**config.mk**
```make
export PLATFORM = sky130hd
export DESIGN_NAME = alu_bist_driver
export DESIGN_NICKNAME = d
export VERILOG_FILES = /design/src/rtl/alu_bist_driver.sv
export SDC_FILE = /design/constraint.sdc
export NUM_CORES = 1
export LEC_CHECK = 0
export ABC_AREA = 1
export BUFFER_PORTS_ARGS = -buffer_cell sky130_fd_sc_hd__clkbuf_2
export CAP_MARGIN = 20
export CORE_UTILIZATION = 45
export DETAILED_ROUTE_END_ITERATION = 16
export PLACE_DENSITY_LB_ADDON = 0.25
export SETUP_SLACK_MARGIN = 0.4
export SLEW_MARGIN = 20
export SYNTH_ARGS = -nofsm -noshare
export SYNTH_HDL_FRONTEND = slang
export SYNTH_SLANG_ARGS = --single-unit
```
**constraint.sdc**
```tcl
create_clock -name i_clk -period 1.7 [get_ports i_clk]
set_clock_uncertainty 0.2 [all_clocks]
set_input_delay 0.17 -clock i_clk [delete_from_list [all_inputs] [get_ports i_clk]]
set_output_delay 0.17 -clock i_clk [all_outputs]
set_load 0.02 [all_outputs]
```
**src/rtl/alu_bist_driver.sv**
```systemverilog
`timescale 1ns/1ps
// alu_bist_driver: issues ROM patterns to the alu one at a time and checks each o_valid response.
// Define ALU_BIST_GAP_EN to insert LFSR-timed idle gaps before every issue.
module alu_bist_driver #(
    parameter int INT_W   = 7,
    parameter int FRAC_W  = 5,
    parameter int INST_W  = 3,
    parameter int DATA_W  = INT_W + FRAC_W,
    parameter int PAT_NUM = 20,
    parameter int ADDR_W  = 5,
    parameter int TIMEOUT = 1024,
    parameter int ERR_W   = 8
) (
    input  logic                       i_clk,
    input  logic                       i_rst_n,
    input  logic                       i_start,
    output logic [ADDR_W-1:0]          o_pat_addr,
    input  logic [2*DATA_W+INST_W-1:0] i_pat_in,
    input  logic [DATA_W:0]            i_pat_exp,
    output logic                       o_alu_valid,
    output logic [DATA_W-1:0]          o_alu_data_a,
    output logic [DATA_W-1:0]          o_alu_data_b,
    output logic [INST_W-1:0]          o_alu_inst,
    input  logic                       i_alu_valid,
    input  logic [DATA_W-1:0]          i_alu_data,
    input  logic                       i_alu_overflow,
    output logic                       o_busy,
    output logic                       o_done,
    output logic                       o_pass,
    output logic [ERR_W-1:0]           o_err_cnt,
    output logic                       o_timeout,
    output logic                       o_spurious
);
    localparam int CNT_W = $clog2(TIMEOUT + 1);
    localparam logic [2:0] S_IDLE  = 3'd0;
    localparam logic [2:0] S_FETCH = 3'd1;
    localparam logic [2:0] S_GAP   = 3'd2;
    localparam logic [2:0] S_ISSUE = 3'd3;
    localparam logic [2:0] S_WAIT  = 3'd4;
    localparam logic [2:0] S_NEXT  = 3'd5;
    localparam logic [ADDR_W-1:0] LAST_ADDR = ADDR_W'(PAT_NUM - 1);
    localparam logic [CNT_W-1:0]  TO_LAST   = CNT_W'(TIMEOUT - 1);
    localparam logic [ERR_W-1:0]  ERR_MAX   = '1;

    logic [2:0]        r_state;
    logic [2:0]        w_next;
    logic [2:0]        w_fetch_nx;
    logic [2:0]        w_gap_nx;
    logic [ADDR_W-1:0] r_addr;
    logic [DATA_W:0]   r_exp;
    logic [DATA_W-1:0] r_a;
    logic [DATA_W-1:0] r_b;
    logic [INST_W-1:0] r_inst;
    logic [CNT_W-1:0]  r_tcnt;
    logic [ERR_W-1:0]  r_err_cnt;
    logic              r_done;
    logic              r_pass;
    logic              r_timeout;
    logic              r_spurious;
    logic              w_start;
    logic              w_issue;
    logic              w_wait;
    logic              w_resp;
    logic              w_expire;
    logic              w_last;
    logic              w_mismatch;
    logic              w_err;

    assign w_start    = (r_state == S_IDLE) && i_start;
    assign w_issue    = r_state == S_ISSUE;
    assign w_wait     = r_state == S_WAIT;
    assign w_resp     = w_wait && i_alu_valid;
    assign w_expire   = w_wait && !i_alu_valid && (r_tcnt == TO_LAST);
    assign w_last     = r_addr == LAST_ADDR;
    // Result data is don't-care whenever overflow is expected.
    assign w_mismatch = (i_alu_overflow != r_exp[DATA_W]) ||
                        (!r_exp[DATA_W] && (i_alu_data != r_exp[DATA_W-1:0]));
    assign w_err      = (w_resp && w_mismatch) || w_expire;

`ifdef ALU_BIST_GAP_EN
    logic [7:0] r_lfsr;

    always_ff @(posedge i_clk or negedge i_rst_n) begin
        if (!i_rst_n)
            r_lfsr <= 8'hA5;
        else
            r_lfsr <= {r_lfsr[6:0], r_lfsr[7] ^ r_lfsr[5] ^ r_lfsr[4] ^ r_lfsr[3]};
    end

    assign w_fetch_nx = S_GAP;
    assign w_gap_nx   = r_lfsr[0] ? S_ISSUE : S_GAP;
`else
    assign w_fetch_nx = S_ISSUE;
    assign w_gap_nx   = S_ISSUE;
`endif

    always_comb begin
        w_next = r_state;
        case (r_state)
            S_IDLE:  w_next = i_start ? S_FETCH : S_IDLE;
            S_FETCH: w_next = w_fetch_nx;
            S_GAP:   w_next = w_gap_nx;
            S_ISSUE: w_next = S_WAIT;
            S_WAIT:  w_next = (w_resp || w_expire) ? S_NEXT : S_WAIT;
            S_NEXT:  w_next = w_last ? S_IDLE : S_FETCH;
            default: w_next = S_IDLE;
        endcase
    end

    always_ff @(posedge i_clk or negedge i_rst_n) begin
        if (!i_rst_n) begin
            r_state    <= S_IDLE;
            r_addr     <= '0;
            r_exp      <= '0;
            r_a        <= '0;
            r_b        <= '0;
            r_inst     <= '0;
            r_tcnt     <= '0;
            r_err_cnt  <= '0;
            r_done     <= 1'b0;
            r_pass     <= 1'b0;
            r_timeout  <= 1'b0;
            r_spurious <= 1'b0;
        end else begin
            r_state <= w_next;
            r_done  <= (r_state == S_NEXT) && w_last;
            if (w_start) begin
                r_addr    <= '0;
                r_err_cnt <= '0;
                r_pass    <= 1'b0;
                r_timeout <= 1'b0;
            end
            if (r_state == S_NEXT) begin
                if (w_last)
                    r_pass <= r_err_cnt == '0;
                else
                    r_addr <= r_addr + ADDR_W'(1);
            end
            if (w_issue) begin
                r_a    <= i_pat_in[DATA_W-1:0];
                r_b    <= i_pat_in[2*DATA_W-1:DATA_W];
                r_inst <= i_pat_in[2*DATA_W+INST_W-1:2*DATA_W];
                r_exp  <= i_pat_exp;
            end
            r_tcnt <= w_issue ? '0 : (w_wait ? r_tcnt + CNT_W'(1) : r_tcnt);
            if (w_err && (r_err_cnt != ERR_MAX))
                r_err_cnt <= r_err_cnt + ERR_W'(1);
            if (w_expire)
                r_timeout <= 1'b1;
            r_spurious <= (i_alu_valid && !w_wait) || (r_spurious && !w_start);
        end
    end

    // Operands come straight from the ROM on the issue cycle and are held afterwards.
    assign o_alu_valid  = w_issue;
    assign o_alu_data_a = w_issue ? i_pat_in[DATA_W-1:0] : r_a;
    assign o_alu_data_b = w_issue ? i_pat_in[2*DATA_W-1:DATA_W] : r_b;
    assign o_alu_inst   = w_issue ? i_pat_in[2*DATA_W+INST_W-1:2*DATA_W] : r_inst;
    assign o_pat_addr   = r_addr;
    assign o_busy       = r_state != S_IDLE;
    assign o_done       = r_done;
    assign o_pass       = r_pass;
    assign o_err_cnt    = r_err_cnt;
    assign o_timeout    = r_timeout;
    assign o_spurious   = r_spurious;
endmodule
```
Yosys cells after proc, flatten, opt, wreduce, memory -nomap -nowiden
Index checks and enable logic that the tools add are counted.

Register bits after elaboration: 71. Bits of input ports: 57. Output and inout bits: 46. Word-level logic and storage cells: 69.

Add/subtract/negate cells: 3. Eq/ne operators: 10. Mux-type cells: 19. Reductions and logical operators: 25.

Operator list (number): 2-to-1 mux 12 bit (2); 2-to-1 mux 11 bit (2); 2-to-1 mux 8 bit (2); 2-to-1 mux 5 bit (3); case mux 3 bit (5 select lines) (1); inequality test 12 bit (1); adder 11 x 1 -> 11 bit, second input constant (1); equality test 11 x 10 -> 1 bit, second input constant (1); logical AND 1 bit (10); adder 8 x 1 -> 8 bit, second input constant (1); zero test 8 bit (1); 2-to-1 mux 1 bit (8); inequality test 8 bit, second input constant (1); equality test 3 x 2 -> 1 bit, second input constant (2); equality test 3 bit, second input constant (2); nonzero test 2 bit (3); adder 5 x 1 -> 5 bit, second input constant (1); equality test 5 bit, second input constant (1); zero test 1 bit (4); logical OR 1 bit (4); equality test 3 x 1 -> 1 bit, second input constant (1); zero test 3 bit (1); 2-to-1 mux 3 bit (1); nonzero test 3 bit (1); other kinds (2) (2).

Depth between registers and ports, before layout
Word-level depth: 7. Gate-level depth with buffers: 12. Gate-level depth less buffers: 12.

Worst setup path after synthesis
OpenSTA, ideal clock, no wires.

Path kind: reg-to-reg. Start point: register r_err_cnt[0], in the netlist o_err_cnt[0]. End point: register r_err_cnt[7], in the netlist o_err_cnt[7]. Setup time: 0.066 ns. Arrival: 1.459 ns. Required time: 1.434 ns. Setup slack: -0.025 ns. Stages on the path, launching flop included: 10. Buffers on the path: 0. Clock period less this slack: 1.725 ns. Path through: dfrtp_1 -> ha_1 -> nand2_1 -> nor2_1 -> nand3_1 -> nor2_1 -> nand2_2 -> nand2_4 -> nand3_1 -> nand2_1.

Longest elaborated chain between the ends: 3. Elaborated cells between the ends (all ways): 5. Those cells by class: add/sub (1); eq/ne (1); mux (1); reduce/logical (2).

RTL lines: start: declaration (RTL line 55) `logic [ERR_W-1:0] r_err_cnt;`; start signal: assignment (RTL line 147) `r_err_cnt <= r_err_cnt + ERR_W'(1);`; branches (longest 3 deep; another with adder 8 x 1 -> 8 bit).

Several ways; the timed one is not identified. A chain may end at the register's enable or synchronous reset.

Final worst setup path
Start point: register r_state[0]. End point: output o_alu_data_a[10].

Longest elaborated chain between the ends: 2.

RTL lines: start: declaration (RTL line 45) `logic [2:0] r_state;`; start signal: assignment (RTL line 125) `r_state <= w_next;`; equality test 3 x 2 -> 1 bit (RTL line 70) `assign w_issue = r_state == S_ISSUE;`; 2-to-1 mux 12 bit; end: declaration (RTL line 21) `output logic [DATA_W-1:0] o_alu_data_a,`.

Every way passes these cells.

==> run summary <==
routability congestion estimate = 0.805
layout cell share with drive strength beyond 1 = 0.607
# hold bufs at CTS = 15
H-tree depth = 3
WP data arrival = 1.63 ns
hold path cells = 3
Fin. Hold Viols = 27
pwr dens = 1940 nW/µm²
cell chosen for the clock root = clkbuf_8
port bufs = 102
cells on worst reg2reg path = 11
fin crit share = 1.17
Finished Core Util = 0.947
vias in the first global route = 3415
combinational share of power = 0.615
Num CTS Buffers = 9
grt ovf = 0
initial DRC count = 291
Clock Latency Late Sink = 0.38 ns
fmax = 501 MHz
Net Count, Synth = 473
EDFF count, synth = 0
Ant. Diodes = 0
Worst Path Max Fanout = 6
Synth area leaders = dfrtp_1 (54%), nand2_1 (19%), inv_1 (4.2%), nand3_1 (3.3%), o21ai_1 (2.9%)
setup TNS = -11.86 ns
first-pass GRT wire length = 15400 µm
CORE AREA = 6940 µm²
Mapped Cells = 412
Switching Share = 0.422
Req. time, crit path = 1.33 ns
num rows = 30
initial antenna violation count = 0
critical path class = reg -> out
setup slack after layout = -0.295 ns
Worst VDD drop = 0.00126 V
post-route DRC violation count = 0
Seq cells post-synth = 71
Least-Margin Pin Slew = 0.393 ns
1st-pass router iterations = 6
CTS tree = yes
Area Growth Syn to Fin = 98.3%
RSZ-0062 raised after global routing = true
Async SR Flop Fraction = 1.00
Routed WL per cell = 21.4 µm
critical-path cell list = nand2_2 -> nor2_4 -> buf_12 -> clkbuf_16 -> nand2_2 -> nand2_4 -> buf_6
Slew HR = 0.738
Clock Power Share = 0.160
LEAKAGE = 3.40 nW
CTS Buffer Depth = 2
Synth Warn # = 0
Flop pwr share = 0.225
clock-pin slew on the worst setup and hold paths = 0.10 ns
DRT Wirelength = 15200 µm
pin count of the biggest net entering global routing = 72
failing checks = hold timing, setup timing
final setup vio count = 55
most frequent CP cell = nand2_2
Place WS = -0.0401 ns
Starting Density = 0.478
detailed placement HPWL = 5490 µm
Worst Setup End Kind = output port
overall power = 12.7 mW
Synth cell types = 31
Max-Cap Viols = 0
vias per cell = 5.74
top_reg_cell synth = dfrtp_1
Syn Std Cell Area = 3320 µm²
CP max stage delay = 0.39 ns
WHS = -0.173 ns
Net count, final = 669
Int Power = 7.36 mW
post-synthesis sequential area ratio = 0.536
via count = 4067
Yosys top cell area share = 0.536
DIE WIDTH = 87.9 µm
chip height = 87.9 µm
outcome = complete, but fails checks
DRT antenna net count = 0
die area = 7720 µm²
fin crit period = 2.00 ns
IO Count = 103
cell taking the most area after synthesis = dfrtp_1
worst hold-check path type = in -> reg
crit start category = flop
total track usage = 0.266
clock tree sinks = 71
Slew Limit Fails = 0
syn avg cell area = 8.05 µm²
critical path's slowest cell = dfrtp_1
Switch Pwr = 5.37 mW
==> cells in the mapped netlist (3+ instances only) <==
library cell and n:
o21ai_0 9, nand4_1 10, xnor2_1 4, inv_1 37, clkbuf_1 6, ha_1 4
nor2_1 24, dfrtp_1 71, o21ai_1 19, inv_2 7, buf_2 4, nand3_1 22
a21oi_1 3, nor2_2 3, nand2_1 167
==> layer usage <==
layer,track usage,part of all wire
met5,0,0
met4,0.121,0.079
met3,0.0631,0.075
met2,0.468,0.52
met1,0.306,0.33
==> registers in the layout, summed over array words and instances, names as in the netlist, 3 cells and up <==
register / count
r_state: 3
r_a: 12
o_err_cnt: 8
o_pat_addr: 5
r_inst: 3
r_tcnt: 11
r_exp: 13
r_b: 12
==> cells in the final DEF, fill, tap and decap left out, types with 3 or more instances in the layout <==
master	count
nand3_2	9
clkbuf_2	56
nand4_1	10
buf_6	48
o21ai_0	5
buf_12	8
nand2_4	88
dfrtp_1	64
inv_1	36
dlygate4sd3_1	15
nand2_1	55
inv_4	3
nor2_2	3
o21ai_2	13
inv_2	4
buf_8	16
xnor2_1	4
bufinv_16	5
o21ai_1	10
buf_4	38
clkbuf_16	4
nand3_1	11
nor2_4	8
nor2_1	18
dfrtp_2	7
clkbuf_8	16
nand2_2	25
==> worst paths after layout <==
check / from / to / slack [ns]
setup / recovery: r_state[0] / o_alu_data_a[10] / -0.30
hold / removal: i_pat_in[19] / r_b[7] / -0.17
setup reg to reg: r_state[0] / o_err_cnt[4] / -0.28
hold reg to reg: r_exp[12] / r_exp[12] / 0.32
max in group asynchronous: i_rst_n / o_err_cnt[3] / 0.75
min in group asynchronous: i_rst_n / o_pat_addr[4] / 0.21
==> metrics by stage <==
stage          area, µm²  instances  hold slack, ns
2_1_floorplan       3860        412          -0.326
3_3_place_gp        4590        624          0.0301
3_5_place_dp        4590        624          0.0275
4_1_cts             5730        686          -0.152
5_1_grt             6580        709          -0.162
6_report            6580        709          -0.173
==> layout make-up <==
cell class                      count  area [µm²]
Tap cell                           96         120
Sequential cell                    71        1790
Inverter                           45         189
Timing Repair Buffer              195        1900
Fill cell                         179         368
Multi-Input combinational cell    286        2280
Clock inverter                      6         155
Clock buffer                       10         138
==> worst max-delay path: cells and delay by family, from the launching register on <==
| kind | cells | cell delay [ns] |
|---|---|---|
| buffers and inverters | 3 | 0.44 |
| flip-flops | 1 | 0.39 |
| AND/OR/NAND/NOR | 4 | 0.42 |
==> what timing repair did <==
action | in CTS | in global routing
buffers inserted | 29 | 18
pin swaps | 22 | 31
hold endpoints to repair | 113 | 27
resized for setup | 109 | 198
endpoints found under the setup margin | 110 | 114
gates cloned | 2 | 5
==> power by group through the flow <==
stage / Sequential [mW] / Clock (mW) / Combinational [mW]
finish: 2.86 / 2.04 / 7.83
global route: 2.90 / 2.09 / 8.18
CTS: 2.78 / 1.98 / 5.69
detailed placement: 2.85 / 0 / 4.49
global placement: 2.81 / 0 / 4.38
floorplan: 2.91 / 0 / 3.29
==> cells by family (layout without fill, tap and decap cells) <==
group / count (synthesis) / after routing / share of synthesized area
DFF: 71 / 71 / 0.536
and+or+nand+nor: 238 / 238 / 0.306
AOI/OAI and AO/OA: 38 / 38 / 0.0637
buffers and inverters: 55 / 256 / 0.0637
adders and majority gates: 4 / 4 / 0.0151
xor gates and xnor gates: 6 / 6 / 0.0158
Note: power is estimated with default switching activity, not from simulation.
